--- config.mk ---
export PLATFORM = sky130hd
export DESIGN_NAME = mest_pro_seq_ctrl
export DESIGN_NICKNAME = d
export VERILOG_FILES = /design/src/rtl/mest_pro_pkg.sv /design/src/rtl/mest_pro_timeout_cnt.sv /design/src/rtl/mest_pro_seq_ctrl.sv
export SDC_FILE = /design/constraint.sdc
export NUM_CORES = 1
export LEC_CHECK = 0
export BUFFER_PORTS_ARGS = -buffer_cell sky130_fd_sc_hd__buf_4
export CAP_MARGIN = 20
export CORE_MARGIN = 1.5
export CORE_UTILIZATION = 40
export DETAILED_ROUTE_END_ITERATION = 16
export SYNTH_ARGS = -nofsm -noshare
export SYNTH_HDL_FRONTEND = slang
export SYNTH_HIERARCHICAL = 1
export SYNTH_SLANG_ARGS = --single-unit
--- constraint.sdc ---
create_clock -name clk -period 4.5 [get_ports clk]
set_clock_uncertainty 0.2 [all_clocks]
set_input_delay 0.9 -clock clk [delete_from_list [all_inputs] [get_ports clk]]
set_output_delay 0.9 -clock clk [all_outputs]
set_load 0.01 [all_outputs]
--- src/rtl/mest_pro_pkg.sv ---
// Shared types and constants for the MESTPro core: sequencer states, opcode
// geometry and the HALT encoding mirrored from the core parameter header.
package mest_pro_pkg;

    localparam int unsigned OPCODE_SIZE           = 4;
    localparam int unsigned INSTRUCTION_SIZE      = 16;
    localparam int unsigned OPCODE_HALT           = 4'hF;
    localparam int unsigned DEFAULT_FETCH_TIMEOUT = 16;

    typedef enum logic [2:0] {
        ST_IDLE,
        ST_REQ,
        ST_DECODE,
        ST_EXEC,
        ST_HALTED,
        ST_ERROR
    } seq_state_t;

endpackage

--- src/rtl/mest_pro_timeout_cnt.sv ---
// Wait-cycle watchdog: counts enabled cycles and flags the cycle in which the
// count would reach the limit. Also intended for future bus watchdogs.
module mest_pro_timeout_cnt #(
    parameter int unsigned W = 5
) (
    input  logic         clk,
    input  logic         i_reset_n,
    input  logic         clear,
    input  logic         enable,
    input  logic [W-1:0] limit,
    output logic         expired
);

    logic [W-1:0] cnt;

    // Fires on the enabled cycle that would bring the count up to the limit,
    // so a limit of N trips on the Nth consecutive enabled cycle.
    assign expired = enable && (cnt == limit - W'(1));

    always_ff @(posedge clk or negedge i_reset_n) begin
        if (!i_reset_n)
            cnt <= '0;
        else if (clear)
            cnt <= '0;
        else if (enable && !expired)
            cnt <= cnt + W'(1);
    end

endmodule

--- src/rtl/mest_pro_seq_ctrl.sv ---
// MESTPro central sequencer: idle/fetch/exec phase strobes, program memory
// handshake with timeout, multi-cycle execute stall, HALT and abort handling.
module mest_pro_seq_ctrl
    import mest_pro_pkg::*;
#(
    parameter int unsigned OP_CODE_SIZE     = OPCODE_SIZE,
    parameter int unsigned INSTRUCTION_SIZE = mest_pro_pkg::INSTRUCTION_SIZE,
    parameter int unsigned FETCH_TIMEOUT    = DEFAULT_FETCH_TIMEOUT,
    parameter int unsigned CNT_WIDTH        = 32
) (
    input  logic                    clk,
    input  logic                    i_reset_n,
    input  logic                    i_start,
    input  logic                    i_abort,
    input  logic                    i_mem_ack,
    input  logic                    i_exec_busy,
    input  logic [OP_CODE_SIZE-1:0] i_opcode,
    output logic                    o_idle_state,
    output logic                    o_fetch_state,
    output logic                    o_exec_state,
    output logic                    o_mem_req,
    output logic                    o_busy,
    output logic                    o_halted,
    output logic                    o_error,
    output logic [CNT_WIDTH-1:0]    o_instr_count
);

    localparam int unsigned TW = $clog2(FETCH_TIMEOUT + 1);
    localparam logic [OP_CODE_SIZE-1:0] HALT_OP = OP_CODE_SIZE'(OPCODE_HALT);

    generate
        if (OP_CODE_SIZE > INSTRUCTION_SIZE) begin : g_bad_opcode_size
            $error("OP_CODE_SIZE must not exceed INSTRUCTION_SIZE");
        end
        if (FETCH_TIMEOUT < 1 || FETCH_TIMEOUT > 255) begin : g_bad_timeout
            $error("FETCH_TIMEOUT must be in 1..255");
        end
    endgenerate

    seq_state_t             state, state_nxt;
    logic [CNT_WIDTH-1:0]   count, count_nxt, count_inc;
    logic                   wait_expired;

    // Counter is cleared whenever we are outside REQ, which covers every
    // entry into REQ, and also on the ack that ends a fetch.
    mest_pro_timeout_cnt #(.W(TW)) u_fetch_wd (
        .clk       (clk),
        .i_reset_n (i_reset_n),
        .clear     ((state != ST_REQ) || i_mem_ack),
        .enable    ((state == ST_REQ) && !i_mem_ack),
        .limit     (TW'(FETCH_TIMEOUT)),
        .expired   (wait_expired)
    );

    assign count_inc = (&count) ? count : count + CNT_WIDTH'(1);

    always_comb begin
        state_nxt = state;
        count_nxt = count;
        if (i_abort) begin
            state_nxt = ST_IDLE;
        end else begin
            case (state)
                ST_IDLE, ST_HALTED, ST_ERROR: begin
                    if (i_start) begin
                        state_nxt = ST_REQ;
                        count_nxt = '0;
                    end
                end
                ST_REQ: begin
                    if (i_mem_ack)
                        state_nxt = ST_DECODE;
                    else if (wait_expired)
                        state_nxt = ST_ERROR;
                end
                ST_DECODE: begin
                    if (i_opcode == HALT_OP) begin
                        state_nxt = ST_HALTED;
                        count_nxt = count_inc;
                    end else begin
                        state_nxt = ST_EXEC;
                    end
                end
                ST_EXEC: begin
                    if (!i_exec_busy) begin
                        state_nxt = ST_REQ;
                        count_nxt = count_inc;
                    end
                end
                default: state_nxt = ST_IDLE;
            endcase
        end
    end

    always_ff @(posedge clk or negedge i_reset_n) begin
        if (!i_reset_n) begin
            state <= ST_IDLE;
            count <= '0;
        end else begin
            state <= state_nxt;
            count <= count_nxt;
        end
    end

    assign o_idle_state  = (state == ST_IDLE);
    assign o_fetch_state = (state == ST_REQ) && i_mem_ack;
    assign o_exec_state  = (state == ST_EXEC);
    assign o_mem_req     = (state == ST_REQ);
    assign o_busy        = (state == ST_REQ) || (state == ST_DECODE) || (state == ST_EXEC);
    assign o_halted      = (state == ST_HALTED);
    assign o_error       = (state == ST_ERROR);
    assign o_instr_count = count;

endmodule

== Word level (Yosys, flattened, before mapping) ==
Cells that the tools add are included.
Word-level totals
  flip-flop bits (word level): 40
  word-level logic and storage cells: 50
Operators by class
  add/subtract/negate cells: 2
  eq/ne operators: 14
  multiplexer cells: 14
  bitwise operators: 1
  reduce and logical (&&, ||, !) cells: 16
Operator list (number)
  two-way mux 32 bit: 4
  case mux 32 bit (3 select lines): 1
  adder 32 x 1 -> 32 bit (second input constant): 1
  AND reduction 32 bit: 1
  two-way mux 3 bit: 6
  case mux 3 bit (4 select lines): 1
  two-way mux 5 bit: 2
  equality test 3 x 2 -> 1 bit (second input constant): 2
  equality test 3 bit (second input constant): 2
  inequality test 2 bit (second input constant): 3
  inequality test 3 bit (second input constant): 2
  adder 5 x 1 -> 5 bit (second input constant): 1
  equality test 5 x 4 -> 1 bit (second input constant): 1
  AND reduction 5 bit: 1
  equality test 4 bit (second input constant): 1
  logical AND 1 bit: 4
  inequality test 4 x 3 -> 1 bit (second input constant): 1
  equality test 3 x 1 -> 1 bit (second input constant): 1
  zero test 3 bit: 1
  logical OR 1 bit: 3
  inequality test 3 x 1 -> 1 bit (second input constant): 1
  AND reduction 3 bit: 1
  nonzero test 3 bit: 1
  OR reduction 3 bit: 1
  3 further kinds: 4

== Logic depth before layout (Yosys ltp) ==
Gate-level depths: netlist of the first run.
  depth after elaboration: 7
  gate-level depth with buffers: 10

== Cells and area by module ==
Netlist of the first run, hierarchy kept.
Modules (own cells, without submodules)
  mest_pro_seq_ctrl: times used 1, cells an instance 259, area an instance 2369.8 sq um, sequential area each 875.8 sq um
  mest_pro_timeout_cnt: times used 1, cells an instance 43, area an instance 422.9 sq um, sequential area each 125.1 sq um

== Worst setup path after synthesis of the first run ==
OpenSTA, ideal clock, no wires.
  kind: in2reg
  start: in i_opcode[2]
  end: reg count[7], in the netlist o_instr_count[7]
  library setup time: 0.134 ns
  arrival time: 2.217 ns
  required time: 4.166 ns
  setup slack: 1.950 ns
  stages: 7
  path buffers: 2
  cells stage by stage: a41oi_1 o21ai_0 or4b_1 buf_2 buf_6 o31ai_2 o41ai_2
Between the ends
  word-level cells in the longest chain between the ends: 3
Ends and longest elaborated chain
  from (decl): RTL line mest_pro_seq_ctrl.sv:17  | input logic [OP_CODE_SIZE-1:0] i_opcode,
  equality test 4 bit: RTL line mest_pro_seq_ctrl.sv:77  | if (i_opcode == HALT_OP) begin
  inequality test 2 bit (no source line)
  AND reduction 5 bit (no source line)
  to (signal assigned): RTL line mest_pro_seq_ctrl.sv:101  | count <= count_nxt;
  to (decl): RTL line mest_pro_seq_ctrl.sv:41  | logic [CNT_WIDTH-1:0] count, count_nxt, count_inc;
Every way passes these cells.
A chain may end at the register's enable or synchronous reset.

== Final worst setup path of the first run ==
  start: reg count[0], in the netlist o_instr_count[0]
  end: reg count[11], in the netlist o_instr_count[11]
Between the ends
  word-level cells in the longest chain between the ends: 4
  elaborated cells between the ends (all ways): 6
Ends and longest elaborated chain
  adder 32 x 1 -> 32 bit / AND reduction 32 bit (equally long branches): RTL line mest_pro_seq_ctrl.sv:55  | assign count_inc = (&count) ? count : count + CNT_WIDTH'(1);
  two-way mux 32 bit (*): RTL line mest_pro_seq_ctrl.sv:55
  two-way mux 32 bit, on equally long branches: RTL line mest_pro_seq_ctrl.sv:85, mest_pro_seq_ctrl.sv:77
  case mux 32 bit (3 select lines) (*): RTL line mest_pro_seq_ctrl.sv:63  | case (state)
Every way passes the cells marked *; elsewhere a longest branch is shown, timed or not. The select of a mux whose other input is x is not followed.

==> results of run 1 <==
-- cells by family (layout without fill, tap and decap cells) --
group	after synthesis	count (layout)
compound gates	98	98
xor+xnor	5	5
fa+ha+maj	3	3
buf+inv	25	67
flops	40	40
mux	3	3
other cells	2	14
simple gates	126	126
-- cell usage in the layout (no fill, tap or decap), drive strengths merged, types with 2 or more instances in the layout --
cell / n
buf: 51
dfrtp: 40
o31ai: 27
nand3: 20
a31oi: 18
nand2: 18
nor2: 17
conb: 14
o21ai: 14
nand4: 13
nor3: 11
a21oi: 10
inv: 8
nor4: 8
and2: 7
and3: 7
a41oi: 7
nor2b: 7
clkbuf: 5
or3: 5
nand2b: 4
ha: 3
xnor2: 3
a211oi: 3
o41ai: 3
or4: 2
a211o: 2
mux2i: 2
xor2: 2
o311ai: 2
-- worst paths after layout --
path                       cells past startpoint                end
max in group asynchronous                      1           state[1]
max reg2reg                                    6  o_instr_count[11]
min reg2reg                                    1  o_instr_count[22]
min                                            1  o_instr_count[22]
min in group asynchronous                      1  u_fetch_wd/cnt[4]
max                                            6  o_instr_count[11]
-- state kept, by name, indices dropped and copies added, names as in the netlist --
signal and cells:
u_fetch_wd/cnt 5, o_instr_count 32, state 3
-- where the power goes --
part	switching [mW]	leakage, nW	internal [mW]
Clock	0.136	0.0541	0.164
Sequential	0.0315	0.555	0.372
Combinational	0.108	0.800	0.0795
-- worst reg2reg max path: cells and delay by family, from the launching register on --
kind	cells	cell delay (ns)
fa+ha+maj	1	0.29
compound gates	1	0.23
simple gates	4	1.91
flops	1	0.46
-- layout make-up --
type                       instances  area [um2]  area share (%)
clock buffer                       5        68.8            2.08
clock inverter                     3        42.5            1.28
inverter                           8        30.0           0.906
multi-input combinational        249        1690            51.0
sequential                        40        1000            30.2
tap                               80         100            3.02
timing repair buffer              51         383            11.6
-- metrics by stage --
step / cell area, um2 / setup slack (ns) / hold WS (ns)
5_1_grt: 3310 / 1.09 / 0.379
6_report: 3310 / 1.33 / 0.350
3_5_place_dp: 3200 / 1.27 / 0.329
2_1_floorplan: 2840 / 1.95 / 0.345
3_3_place_gp: 3200 / 1.36 / 0.323
4_1_cts: 3310 / 1.36 / 0.351
-- routing by layer --
layer / vias up / share of wire (%)
li1: 1278 / -
met2: 63 / 47
met1: 1230 / 49
met5: - / 0
met3: 3 / 3.9
met4: 0 / 0.26
==> flow_summary.toml, run 1 <==
[layout]
fin_nets = 368
stdcell_count = 436
fillers = 676
post_route_cells_drive_above_1_share_pct = 23.0
syn_to_final_growth_pct = 18.7
fin_util_pct = 49.1
num_antenna_cells = 0

[floorplan]
core_area_um2 = 6760
initial_utilization_pct = 41.3
rows = 30
die_width_um = 86.6
dieHeight_um = 86.6
fp.dieArea_um2 = 7490
io_pins = 49

[grt]
grtUsageTotal_pct = 20.7
grt_max_degree = 41
met3_usage_pct = 3.24
grt_first_pass_wirelength_um = 12400
gr-max-usage-layer = "met2"
grt_antenna_before_repair = 0
overflow = 0
grt_use_met2_pct = 33.3
grtUsageMet1_pct = 29.0
grt_pass1_vias = 2507

[timing]
period_share_pct = 70.4
rsz0062_at_grt = "no"
tns_ns = 0
fin_crit_ns = 3.17
setup_viol = 0
slew_viol_final = 0
slew_headroom_pct = 35.1
hold_violations = 0
tightest_slew_ns = 0.974
fmax_mhz = 316

[detailed_routing]
wirelength_um = 7240
first_iter_violations = 150
drc = 0
dr.pass1.iters = 4
wl_per_cell_um = 16.6
num_vias = 2574
antenna_left = 0
vias_per_cell = 5.90

[hold_path]
hp-class = "flip-flop to flip-flop"
hp-start = "o_instr_count[22]"

[critical_path]
critPathMaxStageDelay_ns = 0.89
cp.arrival_ns = 3.19
path_cells = "ha_1 -> nand4_2 -> nor4_4 -> and3_1 -> nor2_2 -> a31oi_1"
startpoint_type = "flip-flop"
crit_start = "o_instr_count[0]"
crit_slowest_cell = "and3_1"
cp_num_buf_inv = 0
cpLargestDelayFamily = "simple AND/OR/NAND/NOR gates"
crit_type = "flip-flop to flip-flop"
cp_max_fo = 24
required_ns = 4.53
ff2ff_setup_slack_ns = 1.33
reg2reg_from = "o_instr_count[0]"
cp-end-kind = "flip-flop"

[yosys]
async_flop_share_pct = 100
synth-simple-area-share_pct = 28.5
synthFlopType = "dfrtp_1"
ys_ff_latch = 40
synth_adder_area_share_pct = 1.34
yosysTopAreaCellShare_pct = 35.8
yosysUniqueCellTypes = 71
ys_top_cells_by_area = "dfrtp_1 (36%), o31ai_1 (6.7%), a31oi_1 (4.0%)"
syn_avg_cell_area_um2 = 9.25
synth_edf_count = 0
synth_xor_area_share_pct = 1.57
yosysWarnings = 6
synth_compound_area_share_pct = 25.9
netlist_area_um2 = 2790
synth_most_common_cell = "dfrtp_1"
synth_top_family_by_area = "simple AND/OR/NAND/NOR gates"
yosysTopAreaCell = "dfrtp_1"
synth.area.mux_share_pct = 1.25
yosys-top-cells-count = "dfrtp_1 (40), o31ai_1 (25), a31oi_1 (18), nand2_1 (17), nand3_1 (17)"
syn_inst = 302
yosysSeqAreaShare_pct = 35.8

[cts]
htree_levels = 2
clockBufferDepth = 2
postCtsSetupBuffers = 0
cts.sinks = 40
path_clk_slew_ns = 0.09
cts_tree = "yes"
postCtsHoldBufs = 0
clk_latency_ns = 0.30
cts_resized = 0
numCtsBuffers = 5
cts_root_buf = "clkbuf_8"

[outcome]
outcome = "finished clean"

[power]
p_per_area_nw_per_um2 = 269
peakVddDrop_uv = 214
total_power_mw = 0.892
p_leak_nw = 1.41

[job]
cap_violations = 0

[placed_design]
place.gp.congestion = 0.889
dp_hpwl_um = 5080
dp_cells = 428
port_buffers = 48
(Power assumes the default switching activity.)
==> run 2, diff against run 1 <==
- clock period: 4.5 -> 2.54 ns (I/O delays scaled with it)
==> run 2 against run 1 <==
Effect of this change:
- fmax grew 32%
- critical path depth is the same
- clock-buffer cell count grew 2
- wire length grew 5.9%
- power grew 87%
- utilization grew 3.4 points
- clock power grew 92%
- register-to-register slack lost 1.2 ns
- sequential power grew 75%
- largest cell class unchanged
==> flow_summary.toml, run 2 (synthesis gave the netlist of run 1 again) <==
[detailed_routing]
first_iter_violations = 213
drc = 0
dr.pass1.iters = 5
wl_per_cell_um = 16.6
wirelength_um = 7670
num_vias = 2758
antenna_left = 0
vias_per_cell = 5.98

[timing]
setup_ws_ns = 0.135
slew_viol_final = 0
setup_viol = 0
fmax_mhz = 416
tns_ns = 0
fin_crit_ns = 2.41
slew_headroom_pct = 66.0
tightest_slew_ns = 0.506
hold_violations = 0
rsz0062_at_grt = "no"
period_share_pct = 94.7
whs_ns = 0.239

[layout]
largest_register_ffs = 32
mostFrequentLayoutCells = "buf_4 (74), dfrtp_1 (40), o31ai_1 (25), a31oi_1 (18)"
final_common_cell = "buf_4"
fillers = 629
final_cell_area_um2 = 3540
num_antenna_cells = 0
fin_nets = 393
syn_to_final_growth_pct = 26.8
post_route_cells_drive_above_1_share_pct = 27.8

[floorplan]
core_area_um2 = 6760
rows = 30
dieHeight_um = 86.6
io_pins = 49
initial_utilization_pct = 41.3
fp.dieArea_um2 = 7490
die_width_um = 86.6

[power]
total_power_mw = 1.67
power.switching_mw = 0.488
comb_power_share_pct = 23.3
p_leak_nw = 1.56
switching_share_pct = 29.2
peakVddDrop_uv = 296
p_per_area_nw_per_um2 = 472
pwr-share-clk_pct = 34.5
seqPwrFrac_pct = 42.3
internal_power_mw = 1.18

[job]
cap_violations = 0

[placed_design]
place.gp.congestion = 0.859
dp_slack_ns = 0.124
dp_hpwl_um = 5460
placed_area_um2 = 3400
port_buffers = 48

[outcome]
outcome = "finished clean"

[grt]
grt_pass1_vias = 2579
grt_first_pass_wirelength_um = 12800
grt_max_degree = 41
grtUsageTotal_pct = 21.7
grt_antenna_before_repair = 0
overflow = 0

[critical_path]
required_ns = 2.49
startpoint_type = "flip-flop"
critPathMaxStageDelay_ns = 0.54
cp_max_fo = 24
cp-end-kind = "flip-flop"
path_cells = "nor2b_1 -> o31ai_2 -> or4b_1 -> buf_12 -> nor2_2 -> o21ai_0"
cp.arrival_ns = 2.36
crit_slowest_cell = "dfrtp_1"
crit_type = "flip-flop to flip-flop"

[cts]
numCtsBuffers = 5
cts.sinks = 40
cts_tree = "yes"
postCtsSetupBuffers = 0
clk_latency_ns = 0.30
cts_root_buf = "clkbuf_8"
htree_levels = 2
clockBufferDepth = 2
path_clk_slew_ns = 0.07

[hold_path]
hp-class = "input port to flip-flop"
run 2: worst paths after layout:
path | startpoint | to | slack (ns) | depth (start not counted)
max in group asynchronous | i_reset_n | o_instr_count[17] | 1.25 | 2
max reg2reg | state[0] | o_instr_count[15] | 0.13 | 6
min | i_abort | state[2] | 0.24 | 2
min in group asynchronous | i_reset_n | o_instr_count[5] | 0.52 | 2
min reg2reg | o_instr_count[24] | o_instr_count[24] | 0.35 | 1
max | state[0] | o_instr_count[15] | 0.13 | 6
run 2: layout make-up:
class	instances	area, um2	area share (%)
Sequential cell	40	1000	28.3
Timing Repair Buffer	76	586	16.5
Multi-Input combinational cell	249	1700	48.0
Tap cell	80	100	2.83
Inverter	8	30.0	0.848
Clock inverter	1	30.0	0.848
Clock buffer	7	96.3	2.72
run 2: critical path, delay by kind of cell (launching register included):
kind	cells	cell delay [ns]
AO/OA/AOI/OAI	2	0.24
buffers and inverters	1	0.20
flip-flops	1	0.54
AND/OR/NAND/NOR	3	1.09
run 2: power groups by stage:
stage	Sequential [mW]	Clock, mW	Combinational [mW]
after floorplan	0.709	0	0.232
after global placement	0.716	0	0.376
after detailed placement	0.718	0	0.382
after CTS	0.705	0.594	0.384
after global routing	0.713	0.618	0.429
final	0.706	0.576	0.389
run 2: timing repair:
item,4_1_cts,5_1_grt
endpoints found under the setup margin,0,6
hold endpoints to repair,5,0
gates resized for setup,0,2
hold buffers,1,0
run 2: stage by stage:
| step | util [%] | cells |
|---|---|---|
| 2_1_floorplan | - | 314 |
| 3_3_place_gp | 50.3 | 452 |
| 3_5_place_dp | 50.3 | 452 |
| 4_1_cts | 52.3 | 461 |
| 5_1_grt | 52.4 | 461 |
| 6_report | 52.4 | 461 |
run 2: layer usage:
metal | GRT usage (%) | part of all wire, %
met1 | 30.6 | 48
met5 | 0 | 0
met3 | 3.81 | 5.6
met2 | 34.9 | 46
met4 | 5.13 | 0.89
==> run 3, diff against run 2 <==
- HOLD_SLACK_MARGIN: not set -> 0.15
- clock period: 2.54 -> 2.8 ns (I/O delays scaled with it)
==> run 3 against run 2 <==
Effect of this change:
- setup slack better by 0.17 ns
- global-route usage down 1.2 points
- combinational power down 20%
- register-to-register slack better by 0.17 ns
- power down 13%
- non-clock buffer count down 18
- fmax down 3.6%
- via count down 2.2%
- sequential power down 8.2%
- final cell count down 3.9%
- flip-flop and latch count unchanged
- critical path type unchanged
- critical endpoint is now o_instr_count[11]
- largest cell class unchanged
==> flow_summary.toml, run 3 (synthesis gave the netlist of run 1 again) <==
[power]
internal_power_mw = 0.996
total_power_mw = 1.45
p_per_area_nw_per_um2 = 428
switching_share_pct = 31.2
p_leak_nw = 1.45
peakVddDrop_uv = 302
comb_power_share_pct = 21.5
power.switching_mw = 0.451
seqPwrFrac_pct = 44.8
pwr-share-clk_pct = 33.7

[hold_path]
hold_depth = 2
min_to = "state[2]"
hp-class = "input port to flip-flop"
hp-start = "i_abort"

[floorplan]
dieHeight_um = 86.6
core_area_um2 = 6760
fp.dieArea_um2 = 7490
initial_utilization_pct = 41.3
io_pins = 49
die_width_um = 86.6
rows = 30

[detailed_routing]
first_iter_violations = 180
wirelength_um = 7440
antenna_left = 0
wl_met2_um = 3350
drc = 0
wl_per_cell_um = 16.8
wl_met1_um = 3530
highest_layer = "met4"
vias_per_cell = 6.09
dr_wl_met3_um = 469
num_vias = 2696
dr.pass1.iters = 4

[timing]
tightest_slew_ns = 0.539
hold_violations = 0
period_share_pct = 89.1
slew_viol_final = 0
slew_headroom_pct = 63.8
rsz0062_at_grt = "no"
tns_ns = 0
setup_viol = 0
fmax_mhz = 401
fin_crit_ns = 2.50

[grt]
overflow = 0
grt_max_degree = 41
grt_first_pass_wirelength_um = 12100
grt_pass1_vias = 2393
grtUsageTotal_pct = 20.6
grt_antenna_before_repair = 0

[critical_path]
critPathMaxStageDelay_ns = 0.50
cp-end-kind = "flip-flop"
reg2reg_from = "o_instr_count[0]"
required_ns = 2.83
startpoint_type = "flip-flop"
path_cells = "ha_1 -> nand4_2 -> nor4_4 -> and3_1 -> buf_12 -> nor2_2 -> a31oi_1"
worstRegToRegCells = 7
cp.arrival_ns = 2.53
crit_slowest_cell = "nor4_4"
ff2ff_setup_slack_ns = 0.30
cpLargestDelayFamily = "simple AND/OR/NAND/NOR gates"
cp_num_buf_inv = 1
worst_r2r_endpoint = "o_instr_count[11]"
cp_max_fo = 24
crit_type = "flip-flop to flip-flop"
crit_start = "o_instr_count[0]"

[job]
cap_violations = 0

[cts]
clk_latency_ns = 0.31
path_clk_slew_ns = 0.09
cts_tree = "yes"
cts_resized = 0
numCtsBuffers = 5
cts.sinks = 40
cts_root_buf = "clkbuf_8"
htree_levels = 2
clockBufferDepth = 2

[outcome]
outcome = "finished clean"

[layout]
syn_to_final_growth_pct = 21.1
mostFrequentLayoutCells = "buf_4 (56), dfrtp_1 (40), o31ai_1 (25), a31oi_1 (18)"
post_route_cells_drive_above_1_share_pct = 24.2
num_antenna_cells = 0
final_common_cell = "buf_4"
largest_register_ffs = 32
fin_nets = 375
fillers = 650

[placed_design]
dp_hpwl_um = 5160
place.gp.congestion = 0.857
port_buffers = 48
## run 3: cell types whose count changed in the layout (fill, tap and decap cells not counted)
| cell | before | now |
|---|---|---|
| a2111oi_0 | 0 | 1 |
| a2111oi_1 | 1 | 0 |
| buf_4 | 74 | 56 |
| clkbuf_8 | 7 | 5 |
| clkinv_2 | 0 | 1 |
| clkinvlp_4 | 0 | 1 |
| nor4_2 | 0 | 1 |
| nor4_4 | 4 | 3 |
## run 3: power groups by stage
| stage | combinational, mW | sequential [mW] | clock, mW |
|---|---|---|---|
| finish | 0.311 | 0.648 | 0.487 |
| global route | 0.343 | 0.653 | 0.518 |
| CTS | 0.310 | 0.646 | 0.496 |
| detailed placement | 0.308 | 0.659 | 0 |
| global placement | 0.307 | 0.658 | 0 |
| floorplan | 0.210 | 0.643 | 0 |
## run 3: routing by layer
metal,vias up,track usage [%]
met2,105,30.3
met1,1286,29.8
li1,1295,-
met3,10,4.67
met4,0,6.45
met5,-,0
## run 3: final cells by class
cell class	instances	area, um2	area share, %
Sequential cell	40	1000	29.6
Multi-Input combinational cell	249	1690	49.9
Timing Repair Buffer	58	450	13.3
Clock buffer	5	68.8	2.03
Inverter	8	30.0	0.888
Clock inverter	3	42.5	1.26
Tap cell	80	100	2.96
## run 3: how the worst max path moves through the flow
stage | end | slack [ns] | cells after the start
floorplan | o_instr_count[27] | 0.56 | 8
global placement | o_instr_count[8] | 0.30 | 7
detailed placement | o_instr_count[18] | 0.28 | 7
CTS | o_instr_count[11] | 0.33 | 7
global route | o_instr_count[18] | 0.11 | 7
finish | o_instr_count[11] | 0.30 | 7
## run 3: repair_timing
item	4_1_cts	5_1_grt
endpoints found under the hold margin	40	0
setup buffers	0	0
hold buffers	1	0
## run 3: stage by stage
stage | hold slack, ns | cell area [um2] | setup WS [ns] | utilization (%) | instances
floorplan | 0.0644 | 2840 | 0.556 | - | 314
global placement | 0.323 | 3260 | 0.299 | 48.3 | 434
detailed placement | 0.329 | 3260 | 0.283 | 48.3 | 434
CTS | 0.264 | 3380 | 0.333 | 50.1 | 443
global route | 0.261 | 3380 | 0.112 | 50.1 | 443
finish | 0.274 | 3380 | 0.304 | 50.1 | 443
